<file path="src/rtl/lease_table_loader.sv">
// Stream loader for the lease lookup table (LLT) and config register.
// Optional trailer checksum check enabled by defining LEASE_LOADER_CHECKSUM_EN.
module lease_table_loader #(
   parameter int unsigned N_ENTRIES = 128,
   parameter int unsigned BW_DATA   = 32
) (
   input  logic                                 clock_i,
   input  logic                                 resetn_i,
   input  logic                                 start_i,
   input  logic                                 stream_valid_i,
   input  logic [BW_DATA-1:0]                   stream_data_i,
   output logic                                 stream_ready_o,
   output logic                                 busy_o,
   output logic                                 done_o,
   output logic                                 error_o,
   output logic                                 con_wren_o,
   output logic                                 llt_wren_o,
   output logic [$clog2(N_ENTRIES)+1:0]         llt_addr_o,
   output logic [BW_DATA-1:0]                   llt_data_o
);

   localparam int unsigned BW_ENTRIES = $clog2(N_ENTRIES);
   localparam int unsigned BW_CNT     = BW_ENTRIES + 2;
   localparam logic [15:0] MAGIC      = 16'h1EA5;

   localparam logic [2:0] StIdle = 3'd0;
   localparam logic [2:0] StHdr  = 3'd1;
   localparam logic [2:0] StDef  = 3'd2;
   localparam logic [2:0] StEnt  = 3'd3;
   localparam logic [2:0] StFin  = 3'd4;
   localparam logic [2:0] StChk  = 3'd5;

   logic [2:0]              state_q, state_d;
   logic [BW_ENTRIES:0]     n_q, n_d;
   logic [BW_ENTRIES-1:0]   idx_q, idx_d;
   logic [1:0]              tsel_q, tsel_d;
   logic [BW_CNT-1:0]       cnt_q, cnt_d;
   logic                    busy_q, busy_d;
   logic                    done_q, done_d;
   logic                    error_q, error_d;
   logic                    con_wren_q, con_wren_d;
   logic                    llt_wren_q, llt_wren_d;
   logic [BW_ENTRIES+1:0]   addr_q, addr_d;
   logic [BW_DATA-1:0]      data_q, data_d;

   logic                    accept;
   logic [15:0]             hdr_n;
   logic                    hdr_ok;
   logic [BW_ENTRIES:0]     n_m1;
   logic [BW_CNT:0]         words_m1;
   logic                    last_idx;
   logic                    last_word;
   logic [2:0]              after_entries;

`ifdef LEASE_LOADER_CHECKSUM_EN
   logic [BW_DATA-1:0]      csum_q, csum_d;
   assign after_entries  = StChk;
   assign stream_ready_o = (state_q == StHdr) || (state_q == StDef) || (state_q == StEnt) ||
                           (state_q == StChk);
`else
   assign after_entries  = StFin;
   assign stream_ready_o = (state_q == StHdr) || (state_q == StDef) || (state_q == StEnt);
`endif

   assign accept    = stream_valid_i & stream_ready_o;
   assign hdr_n     = stream_data_i[15:0];
   assign hdr_ok    = (stream_data_i[31:16] == MAGIC) && (hdr_n <= 16'(N_ENTRIES));
   assign n_m1      = n_q - (BW_ENTRIES+1)'(1);
   // Total entry words is 4*N; this is only consulted in StEnt where N >= 1.
   assign words_m1  = {n_q, 2'b00} - (BW_CNT+1)'(1);
   assign last_idx  = ({1'b0, idx_q} == n_m1);
   assign last_word = ({1'b0, cnt_q} == words_m1);

   always_comb begin
      state_d    = state_q;
      n_d        = n_q;
      idx_d      = idx_q;
      tsel_d     = tsel_q;
      cnt_d      = cnt_q;
      busy_d     = busy_q;
      done_d     = 1'b0;
      error_d    = error_q;
      con_wren_d = 1'b0;
      llt_wren_d = 1'b0;
      addr_d     = addr_q;
      data_d     = data_q;
`ifdef LEASE_LOADER_CHECKSUM_EN
      csum_d     = csum_q;
      if (accept && (state_q != StChk)) begin
         csum_d = csum_q ^ stream_data_i;
      end
`endif
      unique case (state_q)
         StIdle: begin
            if (start_i) begin
               state_d = StHdr;
               busy_d  = 1'b1;
               error_d = 1'b0;
               n_d     = '0;
               idx_d   = '0;
               tsel_d  = '0;
               cnt_d   = '0;
`ifdef LEASE_LOADER_CHECKSUM_EN
               csum_d  = '0;
`endif
            end
         end
         StHdr: begin
            if (accept) begin
               if (hdr_ok) begin
                  n_d     = hdr_n[BW_ENTRIES:0];
                  state_d = StDef;
               end else begin
                  error_d = 1'b1;
                  busy_d  = 1'b0;
                  state_d = StIdle;
               end
            end
         end
         StDef: begin
            if (accept) begin
               con_wren_d = 1'b1;
               addr_d     = '0;
               data_d     = stream_data_i;
               state_d    = (n_q == '0) ? after_entries : StEnt;
            end
         end
         StEnt: begin
            if (accept) begin
               llt_wren_d = 1'b1;
               addr_d     = {tsel_q, idx_q};
               data_d     = stream_data_i;
               cnt_d      = cnt_q + BW_CNT'(1);
               if (last_idx) begin
                  idx_d  = '0;
                  tsel_d = tsel_q + 2'd1;
               end else begin
                  idx_d  = idx_q + BW_ENTRIES'(1);
               end
               if (last_word) begin
                  state_d = after_entries;
               end
            end
         end
`ifdef LEASE_LOADER_CHECKSUM_EN
         StChk: begin
            if (accept) begin
               if (stream_data_i == csum_q) begin
                  state_d = StFin;
               end else begin
                  error_d = 1'b1;
                  busy_d  = 1'b0;
                  state_d = StIdle;
               end
            end
         end
`endif
         StFin: begin
            done_d  = 1'b1;
            busy_d  = 1'b0;
            state_d = StIdle;
         end
         default: begin
            busy_d  = 1'b0;
            state_d = StIdle;
         end
      endcase
   end

   always_ff @(posedge clock_i or negedge resetn_i) begin
      if (!resetn_i) begin
         state_q    <= StIdle;
         n_q        <= '0;
         idx_q      <= '0;
         tsel_q     <= '0;
         cnt_q      <= '0;
         busy_q     <= 1'b0;
         done_q     <= 1'b0;
         error_q    <= 1'b0;
         con_wren_q <= 1'b0;
         llt_wren_q <= 1'b0;
         addr_q     <= '0;
         data_q     <= '0;
`ifdef LEASE_LOADER_CHECKSUM_EN
         csum_q     <= '0;
`endif
      end else begin
         state_q    <= state_d;
         n_q        <= n_d;
         idx_q      <= idx_d;
         tsel_q     <= tsel_d;
         cnt_q      <= cnt_d;
         busy_q     <= busy_d;
         done_q     <= done_d;
         error_q    <= error_d;
         con_wren_q <= con_wren_d;
         llt_wren_q <= llt_wren_d;
         addr_q     <= addr_d;
         data_q     <= data_d;
`ifdef LEASE_LOADER_CHECKSUM_EN
         csum_q     <= csum_d;
`endif
      end
   end

   assign busy_o     = busy_q;
   assign done_o     = done_q;
   assign error_o    = error_q;
   assign con_wren_o = con_wren_q;
   assign llt_wren_o = llt_wren_q;
   assign llt_addr_o = addr_q;
   assign llt_data_o = data_q;

endmodule
</file>
<file path="config.mk">
export PLATFORM = sky130hd
export DESIGN_NAME = lease_table_loader
export DESIGN_NICKNAME = d
export VERILOG_FILES = /design/src/rtl/lease_table_loader.sv
export SDC_FILE = /design/constraint.sdc
export NUM_CORES = 1
export LEC_CHECK = 0
export ABC_AREA = 1
export CAP_MARGIN = 20
export CORE_ASPECT_RATIO = 2
export CORE_MARGIN = 4
export CORE_UTILIZATION = 35
export DETAILED_ROUTE_END_ITERATION = 6
export SYNTH_ARGS = -nofsm -noshare
export SYNTH_HDL_FRONTEND = slang
export SYNTH_SLANG_ARGS = --single-unit
</file>
<file path="constraint.sdc">
create_clock -name clock_i -period 2.08 [get_ports clock_i]
set_input_delay 0.312 -clock clock_i [delete_from_list [all_inputs] [get_ports clock_i]]
set_output_delay 0.312 -clock clock_i [all_outputs]
set_load 0.03 [all_outputs]
</file>
==> summary.txt <==
Outcome
  – Outcome: completed

Flow run
  – Max Cap Viol: 0

Cells and area
  – Final #Nets: 597
  – Share of cells above drive strength 1: 11.6%
  – Most common cell after layout, fill and taps aside: nand2_1
  – Most frequent cells in the layout: nand2_1 (156), clkdlybuf4s50_1 (80), dfrtp_1 (75)
  – Layout area overhead: 36.6%
  – Final core utilization: 48.7%
  – Diode count: 0
  – Final non-filler cell total: 699

Placement
  – RePlAce Congestion: 0.851
  – PortBufs: 82
  – Placed cells: 682
  – Detailed Place HPWL: 7540 µm

Timing
  – Fin crit share: 92.0%
  – Endpoints failing setup: 0
  – Final Slew Violations: 0
  – Fmax: 522 MHz
  – Clock skew: 4.47 ps
  – Final Hold Vio Count: 0
  – Worst rel slew slack: 59.9%
  – TNS Setup: 0 ps
  – Worst Tran Pin Value: 601 ps
  – RSZ-0062 raised after global routing: true
  – Minimum clock period: 1910 ps

Routing
  – Routed len/inst: 13.9 µm
  – Remaining antenna violation count: 0
  – DRT iter0 DRCs: 131
  – Drt drc: 0
  – Routed wire length: 9680 µm
  – Via Count: 3293
  – Drt via density: 4.71
  – Drt pass-1 iters: 5

Floorplanning
  – Initial Util: 35.6%
  – Num rows: 53
  – Core footprint: 0.0105 mm²
  – Area of the die: 0.0125 mm²
  – Die height: 154 µm
  – I/O Pins: 83
  – Die X: 81.0 µm

Yosys
  – Post-synthesis cell count: 462
  – Flops & latches, synth: 75
  – Synthesized area per cell: 8.08 µm²
  – Main synth FF type: dfrtp_1
  – Ys Warns: 0
  – Top cells by area, synth: dfrtp_1 (50%), nand2_1 (16%), inv_1 (4.3%)
  – Post-synth top area cell: dfrtp_1
  – Post-synthesis async set-or-reset flop share: 100%
  – Synth Cell Area: 0.00373 mm²
  – Register area share after synthesis: 50.3%
  – Synth top area share: 50.3%
  – Syn_nets: 502
  – Netlist cell types: 37
  – Number of synthesized flops with an enable pin: 0

Clocking
  – Setup repair bufs after CTS: 0
  – Clock root buffer master: clkbuf_16
  – CTS buffer count: 9
  – Reg clk slew, reported paths: 60 ps
  – TritonCTS Sinks: 75
  – CTS H-Tree Depth: 3
  – CTS tree: built
  – Clock latency on the worst-skew pair: 340 ps
  – Max clock buf depth: 2

Worst setup path
  – CP max stage delay: 400 ps
  – Worst setup SP type: flip-flop
  – Worst-path maximum fanout: 5
  – Buf/Inv on CP: 3
  – Stages on worst setup path: 15
  – WS Path Type: flip-flop to flip-flop
  – Worst path slowest cell: dfrtp_1
  – Worst setup EP type: flip-flop
  – Critical path arrival: 2140 ps
  – Critical Path RT: 2300 ps
  – Critical path's top delay family: simple AND/OR/NAND/NOR gates
  – Most common cell on crit path: nand2_1
  – Reg2Reg Depth: 15
  – Worst-path cell chain: inv_1 -> ha_2 -> inv_1 -> nand2_1 -> nand2_1 -> nand2_1 -> nand2_1 -> nor2_1 -> nand2_1 -> nor2_1 -> nand3_2 -> nand2_1 -> nand2_2 -> inv_2 -> nor2_1

Power and ir drop
  – Pleak: 2.41 nW
  – Maximum vdd drop: 800 µV
  – Pwr per Cell Area: 1170 mW/mm²

Global route
  – Pin count of the biggest net entering global routing: 46
  – Total grt overflow: 0
  – Vias in the first global route: 3360
  – Initial antenna violation count: 0
  – GRT Util Overall: 16.8%
  – First-pass GRT wire length: 16000 µm

Hold path
  – Worst hold path class: flip-flop to flip-flop
  – Hold depth: 2
-- where the power goes --
group	internal, W	switching [W]
clock	0.000966	0.000617
sequential	0.00174	0.000197
combinational	0.000918	0.00153
total	0.00362	0.00234
-- cells in the mapped netlist, types with 4 or more instances --
master / count
nand3_1: 23
nor2_1: 39
nand4_1: 7
o21ai_1: 6
o21ai_2: 9
nor3_1: 9
nand2_2: 5
nand2_1: 156
inv_2: 8
xor2_1: 10
a21oi_1: 7
o21ai_0: 26
ha_1: 4
dfrtp_1: 75
inv_1: 43
-- flip-flops by register name, summed over array words and instances, names as in the netlist, 2 cells and up --
register / count
cnt_q: 9
n_q: 8
llt_data_o: 32
idx_q: 7
llt_addr_o: 9
tsel_q: 2
state_q: 3
-- worst min-delay path, cell delays in order, from the launching register on --
cell and delay [ps]:
dfrtp_1 340, nand2_1 50, nand2_1 40
-- through the flow --
step / hold WS, ps / worst slack [ps] / cell area (µm²) / total power, W
after floorplan: 16.4 / 273 / 3730 / 0.00350
after global placement: 356 / 64.3 / 4780 / 0.00440
after detailed placement: 361 / 33.5 / 4780 / 0.00441
after CTS: 478 / 34.3 / 5090 / 0.00603
after global routing: 505 / -20.9 / 5100 / 0.00637
final: 475 / 166 / 5100 / 0.00597
-- timing repair --
action | CTS | global route
hold buffers | 1 | 0
setup endpoints to repair | 0 | 9
hold endpoints to repair | 2 | 0
gates resized for setup | 0 | 3
-- final cells by class --
cell class | count | area [µm²]
inverters | 53 | 204
flip-flops and latches | 75 | 1880
clock inverters | 5 | 61.3
fillers | 1060 | 5380
clock buffers | 11 | 243
repair buffers | 92 | 923
well taps | 137 | 171
multi-input cells | 326 | 1620
-- metal layers --
layer | global-route usage [%] | up-vias | share of wire (%)
met5 | 0 | - | 0
li1 | - | 1653 | -
met1 | 17.1 | 1525 | 35
met3 | 5.69 | 20 | 6.4
met4 | 8.30 | 0 | 3.8
met2 | 29.5 | 95 | 55
-- worst paths after layout --
kind	from	end	slack, ps
setup / recovery	n_q[1]	idx_q[4]	170
hold / removal	llt_data_o[15]	llt_data_o[15]	470
setup reg to reg	n_q[1]	idx_q[4]	170
hold reg to reg	llt_data_o[15]	llt_data_o[15]	470
max in group asynchronous	resetn_i	llt_data_o[21]	980
min in group asynchronous	resetn_i	llt_data_o[10]	520
-- cell families after synthesis --
logic type	synth area share, %
and+or+nand+nor	30.5
DFF	50.3
buffers and inverters	6.50
AOI/OAI and AO/OA	8.78
xor gates and xnor gates	2.58
adders and majority gates	1.34
(Power assumes the default switching activity.)
